<file path="config.mk">
export PLATFORM = sky130hd
export DESIGN_NAME = spi_sl_burst_flat
export DESIGN_NICKNAME = d
export VERILOG_FILES = /design/src/rtl/spi_sl_burst_if.sv /design/src/rtl/spi_sl_burst.sv /design/src/flat_wrapper.sv
export SDC_FILE = /design/constraint.sdc
export NUM_CORES = 2
export LEC_CHECK = 0
export CORE_MARGIN = 10
export CORE_UTILIZATION = 53
export DETAILED_ROUTE_END_ITERATION = 7
export GPL_ROUTABILITY_DRIVEN = 0
export PLACE_DENSITY_LB_ADDON = 0.2
export SLEW_MARGIN = 30
export SYNTH_ARGS = -nofsm -noshare
export SYNTH_HDL_FRONTEND = slang
export SYNTH_SLANG_ARGS = --single-unit
</file>
<file path="constraint.sdc">
create_clock -name sclk -period 6.8 [get_ports sclk]
set_clock_uncertainty 0.15 [all_clocks]
set_input_delay 1.02 -clock sclk [delete_from_list [all_inputs] [get_ports sclk]]
set_output_delay 1.02 -clock sclk [all_outputs]
set_load 0.01 [all_outputs]
</file>
<file path="src/rtl/spi_sl_burst_if.sv">
// spi_sl_burst_if: SPI pins plus the register-write and frame-event bus of spi_sl_burst
interface spi_sl_burst_if #(
    parameter int DATA_W = 16,
    parameter int ADDR_W = 6
);
    logic              spi_sck;
    logic              spi_cs_n;
    logic              spi_mosi;
    logic              spi_miso;
    logic              spi_miso_oe;
    logic              wr_en;
    logic [ADDR_W-1:0] wr_addr;
    logic [DATA_W-1:0] wr_data;
    logic              frame_done;
    logic              frame_abort;

    modport slave (
        input  spi_sck, spi_cs_n, spi_mosi,
        output spi_miso, spi_miso_oe, wr_en, wr_addr, wr_data, frame_done, frame_abort
    );

    modport master (
        output spi_sck, spi_cs_n, spi_mosi,
        input  spi_miso, spi_miso_oe, wr_en, wr_addr, wr_data, frame_done, frame_abort
    );
endinterface

</file>
<file path="src/rtl/spi_sl_burst.sv">
// spi_sl_burst: SPI slave with burst register bank, pins oversampled on sclk.
// Optional macro SPI_SL_BURST_STATUS_EN turns the top register into a read-only abort counter.
module spi_sl_burst #(
    parameter int DATA_W   = 16,
    parameter int ADDR_W   = 6,
    parameter int NUM_REGS = 64,
    parameter int CPOL     = 0,
    parameter int CPHA     = 0
) (
    input logic           sclk,
    input logic           rstn,
    spi_sl_burst_if.slave bus
);
    localparam int                CW        = $clog2((DATA_W > ADDR_W + 1 ? DATA_W : ADDR_W + 1) + 1);
    localparam logic [ADDR_W:0]   NR        = (ADDR_W + 1)'(NUM_REGS);
    localparam logic [ADDR_W-1:0] LAST      = ADDR_W'(NUM_REGS - 1);
    localparam bit                SAMP_RISE = (CPOL != 0) == (CPHA != 0);

    typedef enum logic [1:0] {IDLE, HDR, DATA} state_t;

    state_t            state, state_nxt;
    logic              sck_m, sck_q, sck_d, cs_m, cs_q, cs_d, mosi_m, mosi_q;
    logic              samp, shft, cs_rise, cs_fall, armed;
    logic              hdr_last, word_last, rwb, miso_r, oe;
    logic [CW-1:0]     bit_cnt;
    logic [ADDR_W-1:0] hdr, ptr, ptr_inc;
    logic [ADDR_W:0]   hdr_nxt;
    logic [DATA_W-1:0] sr, word;
    logic [DATA_W-1:0] regs [NUM_REGS];
`ifdef SPI_SL_BURST_STATUS_EN
    logic [7:0]        abort_cnt;
`endif

    function automatic logic in_bank(input logic [ADDR_W-1:0] a);
        return {1'b0, a} < NR;
    endfunction

    function automatic logic writable(input logic [ADDR_W-1:0] a);
`ifdef SPI_SL_BURST_STATUS_EN
        return in_bank(a) && a != LAST;
`else
        return in_bank(a);
`endif
    endfunction

    function automatic logic [DATA_W-1:0] reg_rd(input logic [ADDR_W-1:0] a);
`ifdef SPI_SL_BURST_STATUS_EN
        if (a == LAST) return DATA_W'(abort_cnt);
`endif
        return in_bank(a) ? regs[a] : '0;
    endfunction

    // two-flop synchronisers plus one delay stage on sck and cs_n for edge detection
    always_ff @(posedge sclk) begin
        if (!rstn) begin
            {sck_m, sck_q, sck_d} <= '0;
            {cs_m, cs_q, cs_d}    <= '0;
            {mosi_m, mosi_q}      <= '0;
        end else begin
            {sck_m, sck_q, sck_d} <= {bus.spi_sck, sck_m, sck_q};
            {cs_m, cs_q, cs_d}    <= {bus.spi_cs_n, cs_m, cs_q};
            {mosi_m, mosi_q}      <= {bus.spi_mosi, mosi_m};
        end
    end

    // edge roles; sck edges only count while cs is low, so a cs rise always beats a sample
    always_comb begin
        samp    = !cs_q && (SAMP_RISE ? (sck_q && !sck_d) : (!sck_q && sck_d));
        shft    = !cs_q && (SAMP_RISE ? (!sck_q && sck_d) : (sck_q && !sck_d));
        cs_rise = cs_q && !cs_d;
        cs_fall = !cs_q && cs_d;
    end

    // frame state register
    always_ff @(posedge sclk) begin
        if (!rstn) state <= IDLE;
        else       state <= state_nxt;
    end

    // frame sequencing; a frame only starts once cs has been seen high since reset
    always_comb begin
        state_nxt = state;
        if (state == IDLE)     state_nxt = (armed && cs_fall) ? HDR : IDLE;
        else if (cs_rise)      state_nxt = IDLE;
        else if (state == HDR) state_nxt = (samp && hdr_last) ? DATA : HDR;
    end

    // word decode and MISO drive
    always_comb begin
        hdr_nxt         = {hdr, mosi_q};
        hdr_last        = bit_cnt == CW'(ADDR_W);
        word_last       = bit_cnt == CW'(DATA_W - 1);
        word            = {sr[DATA_W-2:0], mosi_q};
        ptr_inc         = ptr == LAST ? '0 : ptr + ADDR_W'(1);
        oe              = rwb && state == DATA && !cs_q;
        bus.spi_miso_oe = oe;
        bus.spi_miso    = oe && miso_r;
    end

    // header capture, data shifting, register writes and frame-end pulses
    always_ff @(posedge sclk) begin
        if (!rstn) begin
            armed           <= 1'b0;
            rwb             <= 1'b0;
            miso_r          <= 1'b0;
            bit_cnt         <= '0;
            hdr             <= '0;
            ptr             <= '0;
            sr              <= '0;
            bus.wr_en       <= 1'b0;
            bus.wr_addr     <= '0;
            bus.wr_data     <= '0;
            bus.frame_done  <= 1'b0;
            bus.frame_abort <= 1'b0;
            for (int i = 0; i < NUM_REGS; i++) regs[i] <= '0;
        end else begin
            armed           <= armed || cs_q;
            bus.wr_en       <= 1'b0;
            bus.frame_done  <= cs_rise && state != IDLE && bit_cnt == '0;
            bus.frame_abort <= cs_rise && state != IDLE && bit_cnt != '0;
            if (state == IDLE) begin
                bit_cnt <= '0;
                miso_r  <= 1'b0;
            end
            if (state == HDR && samp) begin
                hdr     <= hdr_nxt[ADDR_W-1:0];
                bit_cnt <= hdr_last ? '0 : bit_cnt + CW'(1);
                if (hdr_last) begin
                    rwb <= hdr_nxt[ADDR_W];
                    ptr <= hdr_nxt[ADDR_W-1:0];
                    sr  <= reg_rd(hdr_nxt[ADDR_W-1:0]);
                end
            end
            if (state == DATA && samp) begin
                bit_cnt <= word_last ? '0 : bit_cnt + CW'(1);
                if (!rwb) sr <= word;
                if (word_last) begin
                    ptr <= ptr_inc;
                    if (rwb) sr <= reg_rd(ptr_inc);
                    else if (writable(ptr)) begin
                        bus.wr_en   <= 1'b1;
                        bus.wr_addr <= ptr;
                        bus.wr_data <= word;
                        regs[ptr]   <= word;
                    end
                end
            end
            if (state == DATA && shft && rwb) begin
                miso_r <= sr[DATA_W-1];
                sr     <= {sr[DATA_W-2:0], 1'b0};
            end
        end
    end

`ifdef SPI_SL_BURST_STATUS_EN
    // saturating count of aborted frames, cleared only by reset
    always_ff @(posedge sclk) begin
        if (!rstn)                                      abort_cnt <= '0;
        else if (bus.frame_abort && abort_cnt != 8'hFF) abort_cnt <= abort_cnt + 8'd1;
    end
`endif
endmodule
</file>
<file path="src/flat_wrapper.sv">
// flat-port wrapper written by rule: the top's interface ports become plain ports
module spi_sl_burst_flat 
#(
    parameter int DATA_W   = 16,
    parameter int ADDR_W   = 6,
    parameter int NUM_REGS = 64,
    parameter int CPOL     = 0,
    parameter int CPHA     = 0
)
  (sclk, rstn, bus_spi_sck, bus_spi_cs_n, bus_spi_mosi, bus_spi_miso, bus_spi_miso_oe, bus_wr_en, bus_wr_addr, bus_wr_data, bus_frame_done, bus_frame_abort);
  spi_sl_burst_if #(.DATA_W(DATA_W), .ADDR_W(ADDR_W)) bus_i ();
  input logic sclk;
  input logic rstn;
  input wire logic [$bits(bus_i.spi_sck)-1:0] bus_spi_sck;
  input wire logic [$bits(bus_i.spi_cs_n)-1:0] bus_spi_cs_n;
  input wire logic [$bits(bus_i.spi_mosi)-1:0] bus_spi_mosi;
  output wire logic [$bits(bus_i.spi_miso)-1:0] bus_spi_miso;
  output wire logic [$bits(bus_i.spi_miso_oe)-1:0] bus_spi_miso_oe;
  output wire logic [$bits(bus_i.wr_en)-1:0] bus_wr_en;
  output wire logic [$bits(bus_i.wr_addr)-1:0] bus_wr_addr;
  output wire logic [$bits(bus_i.wr_data)-1:0] bus_wr_data;
  output wire logic [$bits(bus_i.frame_done)-1:0] bus_frame_done;
  output wire logic [$bits(bus_i.frame_abort)-1:0] bus_frame_abort;
  assign bus_i.spi_sck = bus_spi_sck;
  assign bus_i.spi_cs_n = bus_spi_cs_n;
  assign bus_i.spi_mosi = bus_spi_mosi;
  assign bus_spi_miso = bus_i.spi_miso;
  assign bus_spi_miso_oe = bus_i.spi_miso_oe;
  assign bus_wr_en = bus_i.wr_en;
  assign bus_wr_addr = bus_i.wr_addr;
  assign bus_wr_data = bus_i.wr_data;
  assign bus_frame_done = bus_i.frame_done;
  assign bus_frame_abort = bus_i.frame_abort;
  spi_sl_burst #(.DATA_W(DATA_W), .ADDR_W(ADDR_W), .NUM_REGS(NUM_REGS), .CPOL(CPOL), .CPHA(CPHA)) u_core (.sclk(sclk), .rstn(rstn), .bus(bus_i));
endmodule
</file>
## Word-level counts from Yosys, hierarchy flattened

Memory sizes are Yosys's and may differ from the RTL's.
Cells that the tools add are included.
Widths: inputs -> output; s select.

| storage, ports and cells | value |
|---|---|
| RAM bits | 1024 |
| word-level logic and storage cells | 99 |
| memories | 1 |
| bits in registers | 71 |
| output and inout bits | 27 |

| operators by class | value |
|---|---|
| equality and inequality tests | 5 |
| reductions and logical operators | 34 |
| bitwise logic cells | 2 |
| add/sub/neg operators | 2 |
| multiplexer cells | 33 |

Memories:

| name | words | width | read ports | clocked after Yosys merged registers in | wr ports | RTL line | text |
|---|---|---|---|---|---|---|---|
| u_core.regs | 64 | 16 | 2 | 0 | 64 | spi_sl_burst.sv:29 | `logic [DATA_W-1:0] regs [NUM_REGS];` |

Operators by type and width:

| kind | count |
|---|---|
| $mux 16 | 8 |
| $mux 6 | 6 |
| $mux 5 | 5 |
| $logic_and 1x1->1 | 18 |
| $reduce_or 16->1 | 1 |
| $mux 1 | 10 |
| $mux 2 | 4 |
| $add 6x1->6 const B | 1 |
| $eq 6x6->1 const B | 1 |
| $reduce_bool 3->1 | 2 |
| $add 5x1->5 const B | 1 |
| $eq 5x3->1 const B | 1 |
| $eq 5x4->1 const B | 1 |
| $logic_not 5->1 | 1 |
| $reduce_bool 5->1 | 1 |
| $logic_not 1->1 | 4 |
| $reduce_bool 2->1 | 2 |
| $reduce_and 3->1 | 1 |
| $eq 2x1->1 const B | 1 |
| $eq 2x2->1 const B | 1 |
| $logic_not 2->1 | 1 |
| $not 1->1 | 2 |
| $reduce_and 2->1 | 1 |
| $reduce_or 2->1 | 1 |
| $logic_or 1x1->1 | 1 |

## Longest topological paths before layout

| depth | value |
|---|---|
| depth in word-level cells | 10 |
| mapped depth | 16 |
| depth with buffers taken out | 11 |

## Worst setup path after synthesis

Ideal clock, no wire load.

| timing | value |
|---|---|
| path kind | register -> register |
| start point | reg u_core.bit_cnt[1] |
| end point | mem u_core.regs[37][0] (enable) |
| buffers on the path | 3 |
| arrival | 3054 ps |
| slack | 3185 ps |
| data required time | 6239 ps |
| library setup time | 411 ps |
| clock period less this slack | 3615 ps |
| cell stages (with the launch flop) | 12 |
| cell sequence | dfxtp_1 -> ha_1 -> nand3_1 -> inv_1 -> ha_1 -> and3_1 -> buf_4 -> nand2b_1 -> buf_2 -> or3_1 -> buf_2 -> o21ai_0 |

RTL lines:

| what | RTL line | text |
|---|---|---|
| start: declaration | spi_sl_burst.sv:25 | `logic [CW-1:0] bit_cnt;` |
| start signal: assignment | spi_sl_burst.sv:127 | `bit_cnt <= hdr_last ? '0 : bit_cnt + CW'(1);` |
| start signal: assignment | spi_sl_burst.sv:135 | `bit_cnt <= word_last ? '0 : bit_cnt + CW'(1);` |
| end: declaration | spi_sl_burst.sv:29 |  |

==> results.py <==
metrics = {
    "grt": {
        "grtUsageMet3_pct": 12.23,
        "antenna_found_initial": 13,
        "grt_overflow_total": 0,
        "first_global_vias": 41580,
        "top_usage_layer": "met2",
        "gr-usage-all-layers_pct": 33.33,
        "grt.met2_usage_pct": 49.28,
        "grt_pass1_wl_mm": 303.8,
        "grt_use_met1_pct": 41.65,
        "grt_max_degree": 98,
    },
    "pwr": {
        "p_leak_nw": 22.30,
        "peakVddDrop_mv": 0.1957,
        "powerDensity_nw_per_um2": 233.2,
    },
    "clock_tree": {
        "cts.sinks": 1095,
        "cts_buffer_depth": 3,
        "hold_buffers": 0,
        "postCtsSetupBuffers": 0,
        "htreeDepth": 3,
        "cts_tree": "built",
        "cts_made_buffers": 115,
        "cts_resized": 0,
        "insertion_delay_ps": 740,
        "clock-root-buffer": "clkbuf_16",
        "clk_pin_slew_worst_paths_ps": 60,
    },
    "worst_hold_path": {
        "worstHoldPathType": "reg2reg",
    },
    "sta": {
        "clock.fmax_mhz": 208.0,
        "setup_ws_ps": 1992,
        "slew_headroom_pct": 23.99,
        "hold_violations": 0,
        "rsz0062_at_grt": "no",
        "finalCritPeriodShare_pct": 70.70,
        "hold_slack_ps": 295.6,
        "final.setup.tns_ps": 0,
        "setup_viol": 0,
        "fin_crit_ps": 4808,
        "worst_pin_slew_ps": 1137,
        "report.final.slew_viol_count": 0,
    },
    "setup_path": {
        "startpoint_type": "register",
        "crit_type": "reg2reg",
        "cp_max_fo": 29,
        "worst_setup_path_end_kind": "register",
        "required_ps": 7000,
        "arrival_ps": 5010,
    },
    "run": {
        "drv_cap": 0,
    },
    "route": {
        "dr.pass1.iters": 8,
        "first_iter_violations": 7560,
        "wirelength_mm": 213.3,
        "post_drt_wl_per_cell_um": 33.41,
        "ant_nets": 0,
        "num_vias": 43530,
        "drt_drc_violations_left": 3,
        "detail_route.vias_per_cell": 6.819,
    },
    "floorplanning": {
        "pin_count": 32,
        "die_w_um": 353.7,
        "core-area_um2": 110700,
        "rows": 122,
        "dieArea_um2": 125100,
        "dieHeight_um": 353.7,
        "initial_core_util_pct": 53.34,
    },
    "placement": {
        "io_buffers": 31,
        "dp_slack_ps": 2255,
        "hpwl_mm": 134.4,
    },
    "synthesis": {
        "netlist_area_um2": 59030,
        "synth-seq-cells": 1095,
        "synth_seq_area_share_pct": 54.50,
        "synth_flop_cell": "edfxtp_1",
        "ys_types": 72,
        "ys_warn_count": 0,
        "synth_edf_count": 1024,
        "synth_top_cell_by_area": "edfxtp_1",
        "postSynth.asyncResetShare_pct": 0,
        "syn_inst": 4976,
        "synth.top_cell.area_share_pct": 52.09,
        "syn_area_per_cell_um2": 11.86,
        "yosys-top-cells-area": "edfxtp_1, mux4_2, and2_1",
        "syn_nets": 4987,
    },
    "layout": {
        "final_core_util_pct": 58.60,
        "final_nets": 4808,
        "final_layout_size_suffix_gt1_share_pct": 15.84,
        "layout_common_cells": "and2_1, edfxtp_1, nand2_1",
        "nFillCells": 8844,
        "syn2layout_area_growth_pct": 9.874,
        "final_common_cell": "and2_1",
    },
    "status": {
        "failed_checks": "design-rule violations",
        "outcome": "finished, violations left",
    },
}
[critical path, cell delays in order (launching register included)]
cell,delay [ps]
dfxtp_1,380
nor3b_4,540
and3_1,430
nand2b_2,420
nor2_2,460
nand3_1,900
o21ai_2,1120
[per-stage QoR]
stage	cell area, um^2	total power, mW	cells
final	64860	15.12	6383
after global routing	64850	15.42	6380
after CTS	64700	15.07	6377
after detailed placement	60860	8.640	6165
after global placement	60550	8.612	6161
after floorplan	59030	8.317	4976
[cells by family after synthesis]
logic type,after synthesis,share of synthesized area [%]
buffers and inverters,490,3.974
AND/OR/NAND/NOR,2378,21.10
AO/OA/AOI/OAI,544,6.145
XOR/XNOR,8,0.1187
multiplexers,455,14.04
flip-flops,1095,54.50
adder cells (fa/ha/maj),6,0.1272
[power breakdown]
part | switching (mW) | total [mW] | leakage, nW | internal [mW]
registers | 0.185 | 7.83 | 10.5 | 7.64
logic | 0.436 | 0.709 | 9.90 | 0.273
clock network | 2.75 | 6.59 | 1.87 | 3.84
[routing by layer]
layer / part of all wire [%] / up-vias / wire [um]
li1: - / 17850 / -
met1: 35 / 21430 / 73800
met2: 44 / 3450 / 93090
met3: 14 / 794 / 30820
met4: 7.3 / 8 / 15480
met5: 0.032 / - / 69
[Yosys cell counts (all sizes together) (6+ instances only)]
| library cell | count |
|---|---|
| a2111oi | 7 |
| o21ai | 101 |
| and2 | 1038 |
| a21oi | 108 |
| a22oi | 50 |
| o211ai | 11 |
| nor2b | 20 |
| nand2 | 776 |
| o22ai | 19 |
| nor3 | 29 |
| or3 | 7 |
| dfxtp | 71 |
| nand3b | 10 |
| nor2 | 124 |
| nand4 | 76 |
| inv | 9 |
| buf | 180 |
| clkbuf | 300 |
| and3 | 20 |
| a32oi | 59 |
| mux2i | 154 |
| nand3 | 247 |
| nor4 | 12 |
| a21boi | 25 |
| edfxtp | 1024 |
| a31oi | 75 |
| nand2b | 8 |
| o221ai | 8 |
| a311oi | 13 |
| a22o | 6 |
| a211oi | 22 |
| mux4 | 298 |
| ha | 6 |
| a221oi | 11 |
[worst paths after layout]
| kind | endpoint | slack (ps) | cells past startpoint | start |
|---|---|---|---|---|
| setup / recovery | u_core.regs[28][5] | 1990 | 6 | u_core.cs_q |
| setup reg to reg | u_core.regs[28][5] | 1990 | 6 | u_core.cs_q |
| hold / removal | u_core.mosi_q | 300 | 1 | u_core.mosi_m |
| hold reg to reg | u_core.mosi_q | 300 | 1 | u_core.mosi_m |
[state kept, by name, indices dropped and copies added, names as in the netlist]
register / count
u_core.sck_m: 1
u_core.mosi_q: 1
u_core.bit_cnt: 5
u_core.sck_d: 1
u_core.state: 2
u_core.armed: 1
u_core.ptr: 6
u_core.mosi_m: 1
u_core.rwb: 1
u_core.bus.frame_abort: 1
u_core.bus.wr_data: 16
u_core.regs: 1024
u_core.cs_q: 1
u_core.bus.frame_done: 1
u_core.cs_m: 1
u_core.sck_q: 1
u_core.bus.wr_addr: 6
u_core.sr: 16
u_core.miso_r: 1
u_core.bus.wr_en: 1
u_core.hdr: 6
u_core.cs_d: 1
[final cells by class]
class                   instances  area [um^2]  share of cell area (%)
diodes                          3        7.507                 0.01158
clock buffers                 145         3094                   4.771
clock inverters                67        749.5                   1.156
inverters                      10        37.54                 0.05788
multi-input cells            3391        25190                   38.84
flip-flops and latches       1095        32210                   49.67
well taps                    1488         1862                   2.871
repair buffers                184         1700                   2.622
(Power assumes the default switching activity.)
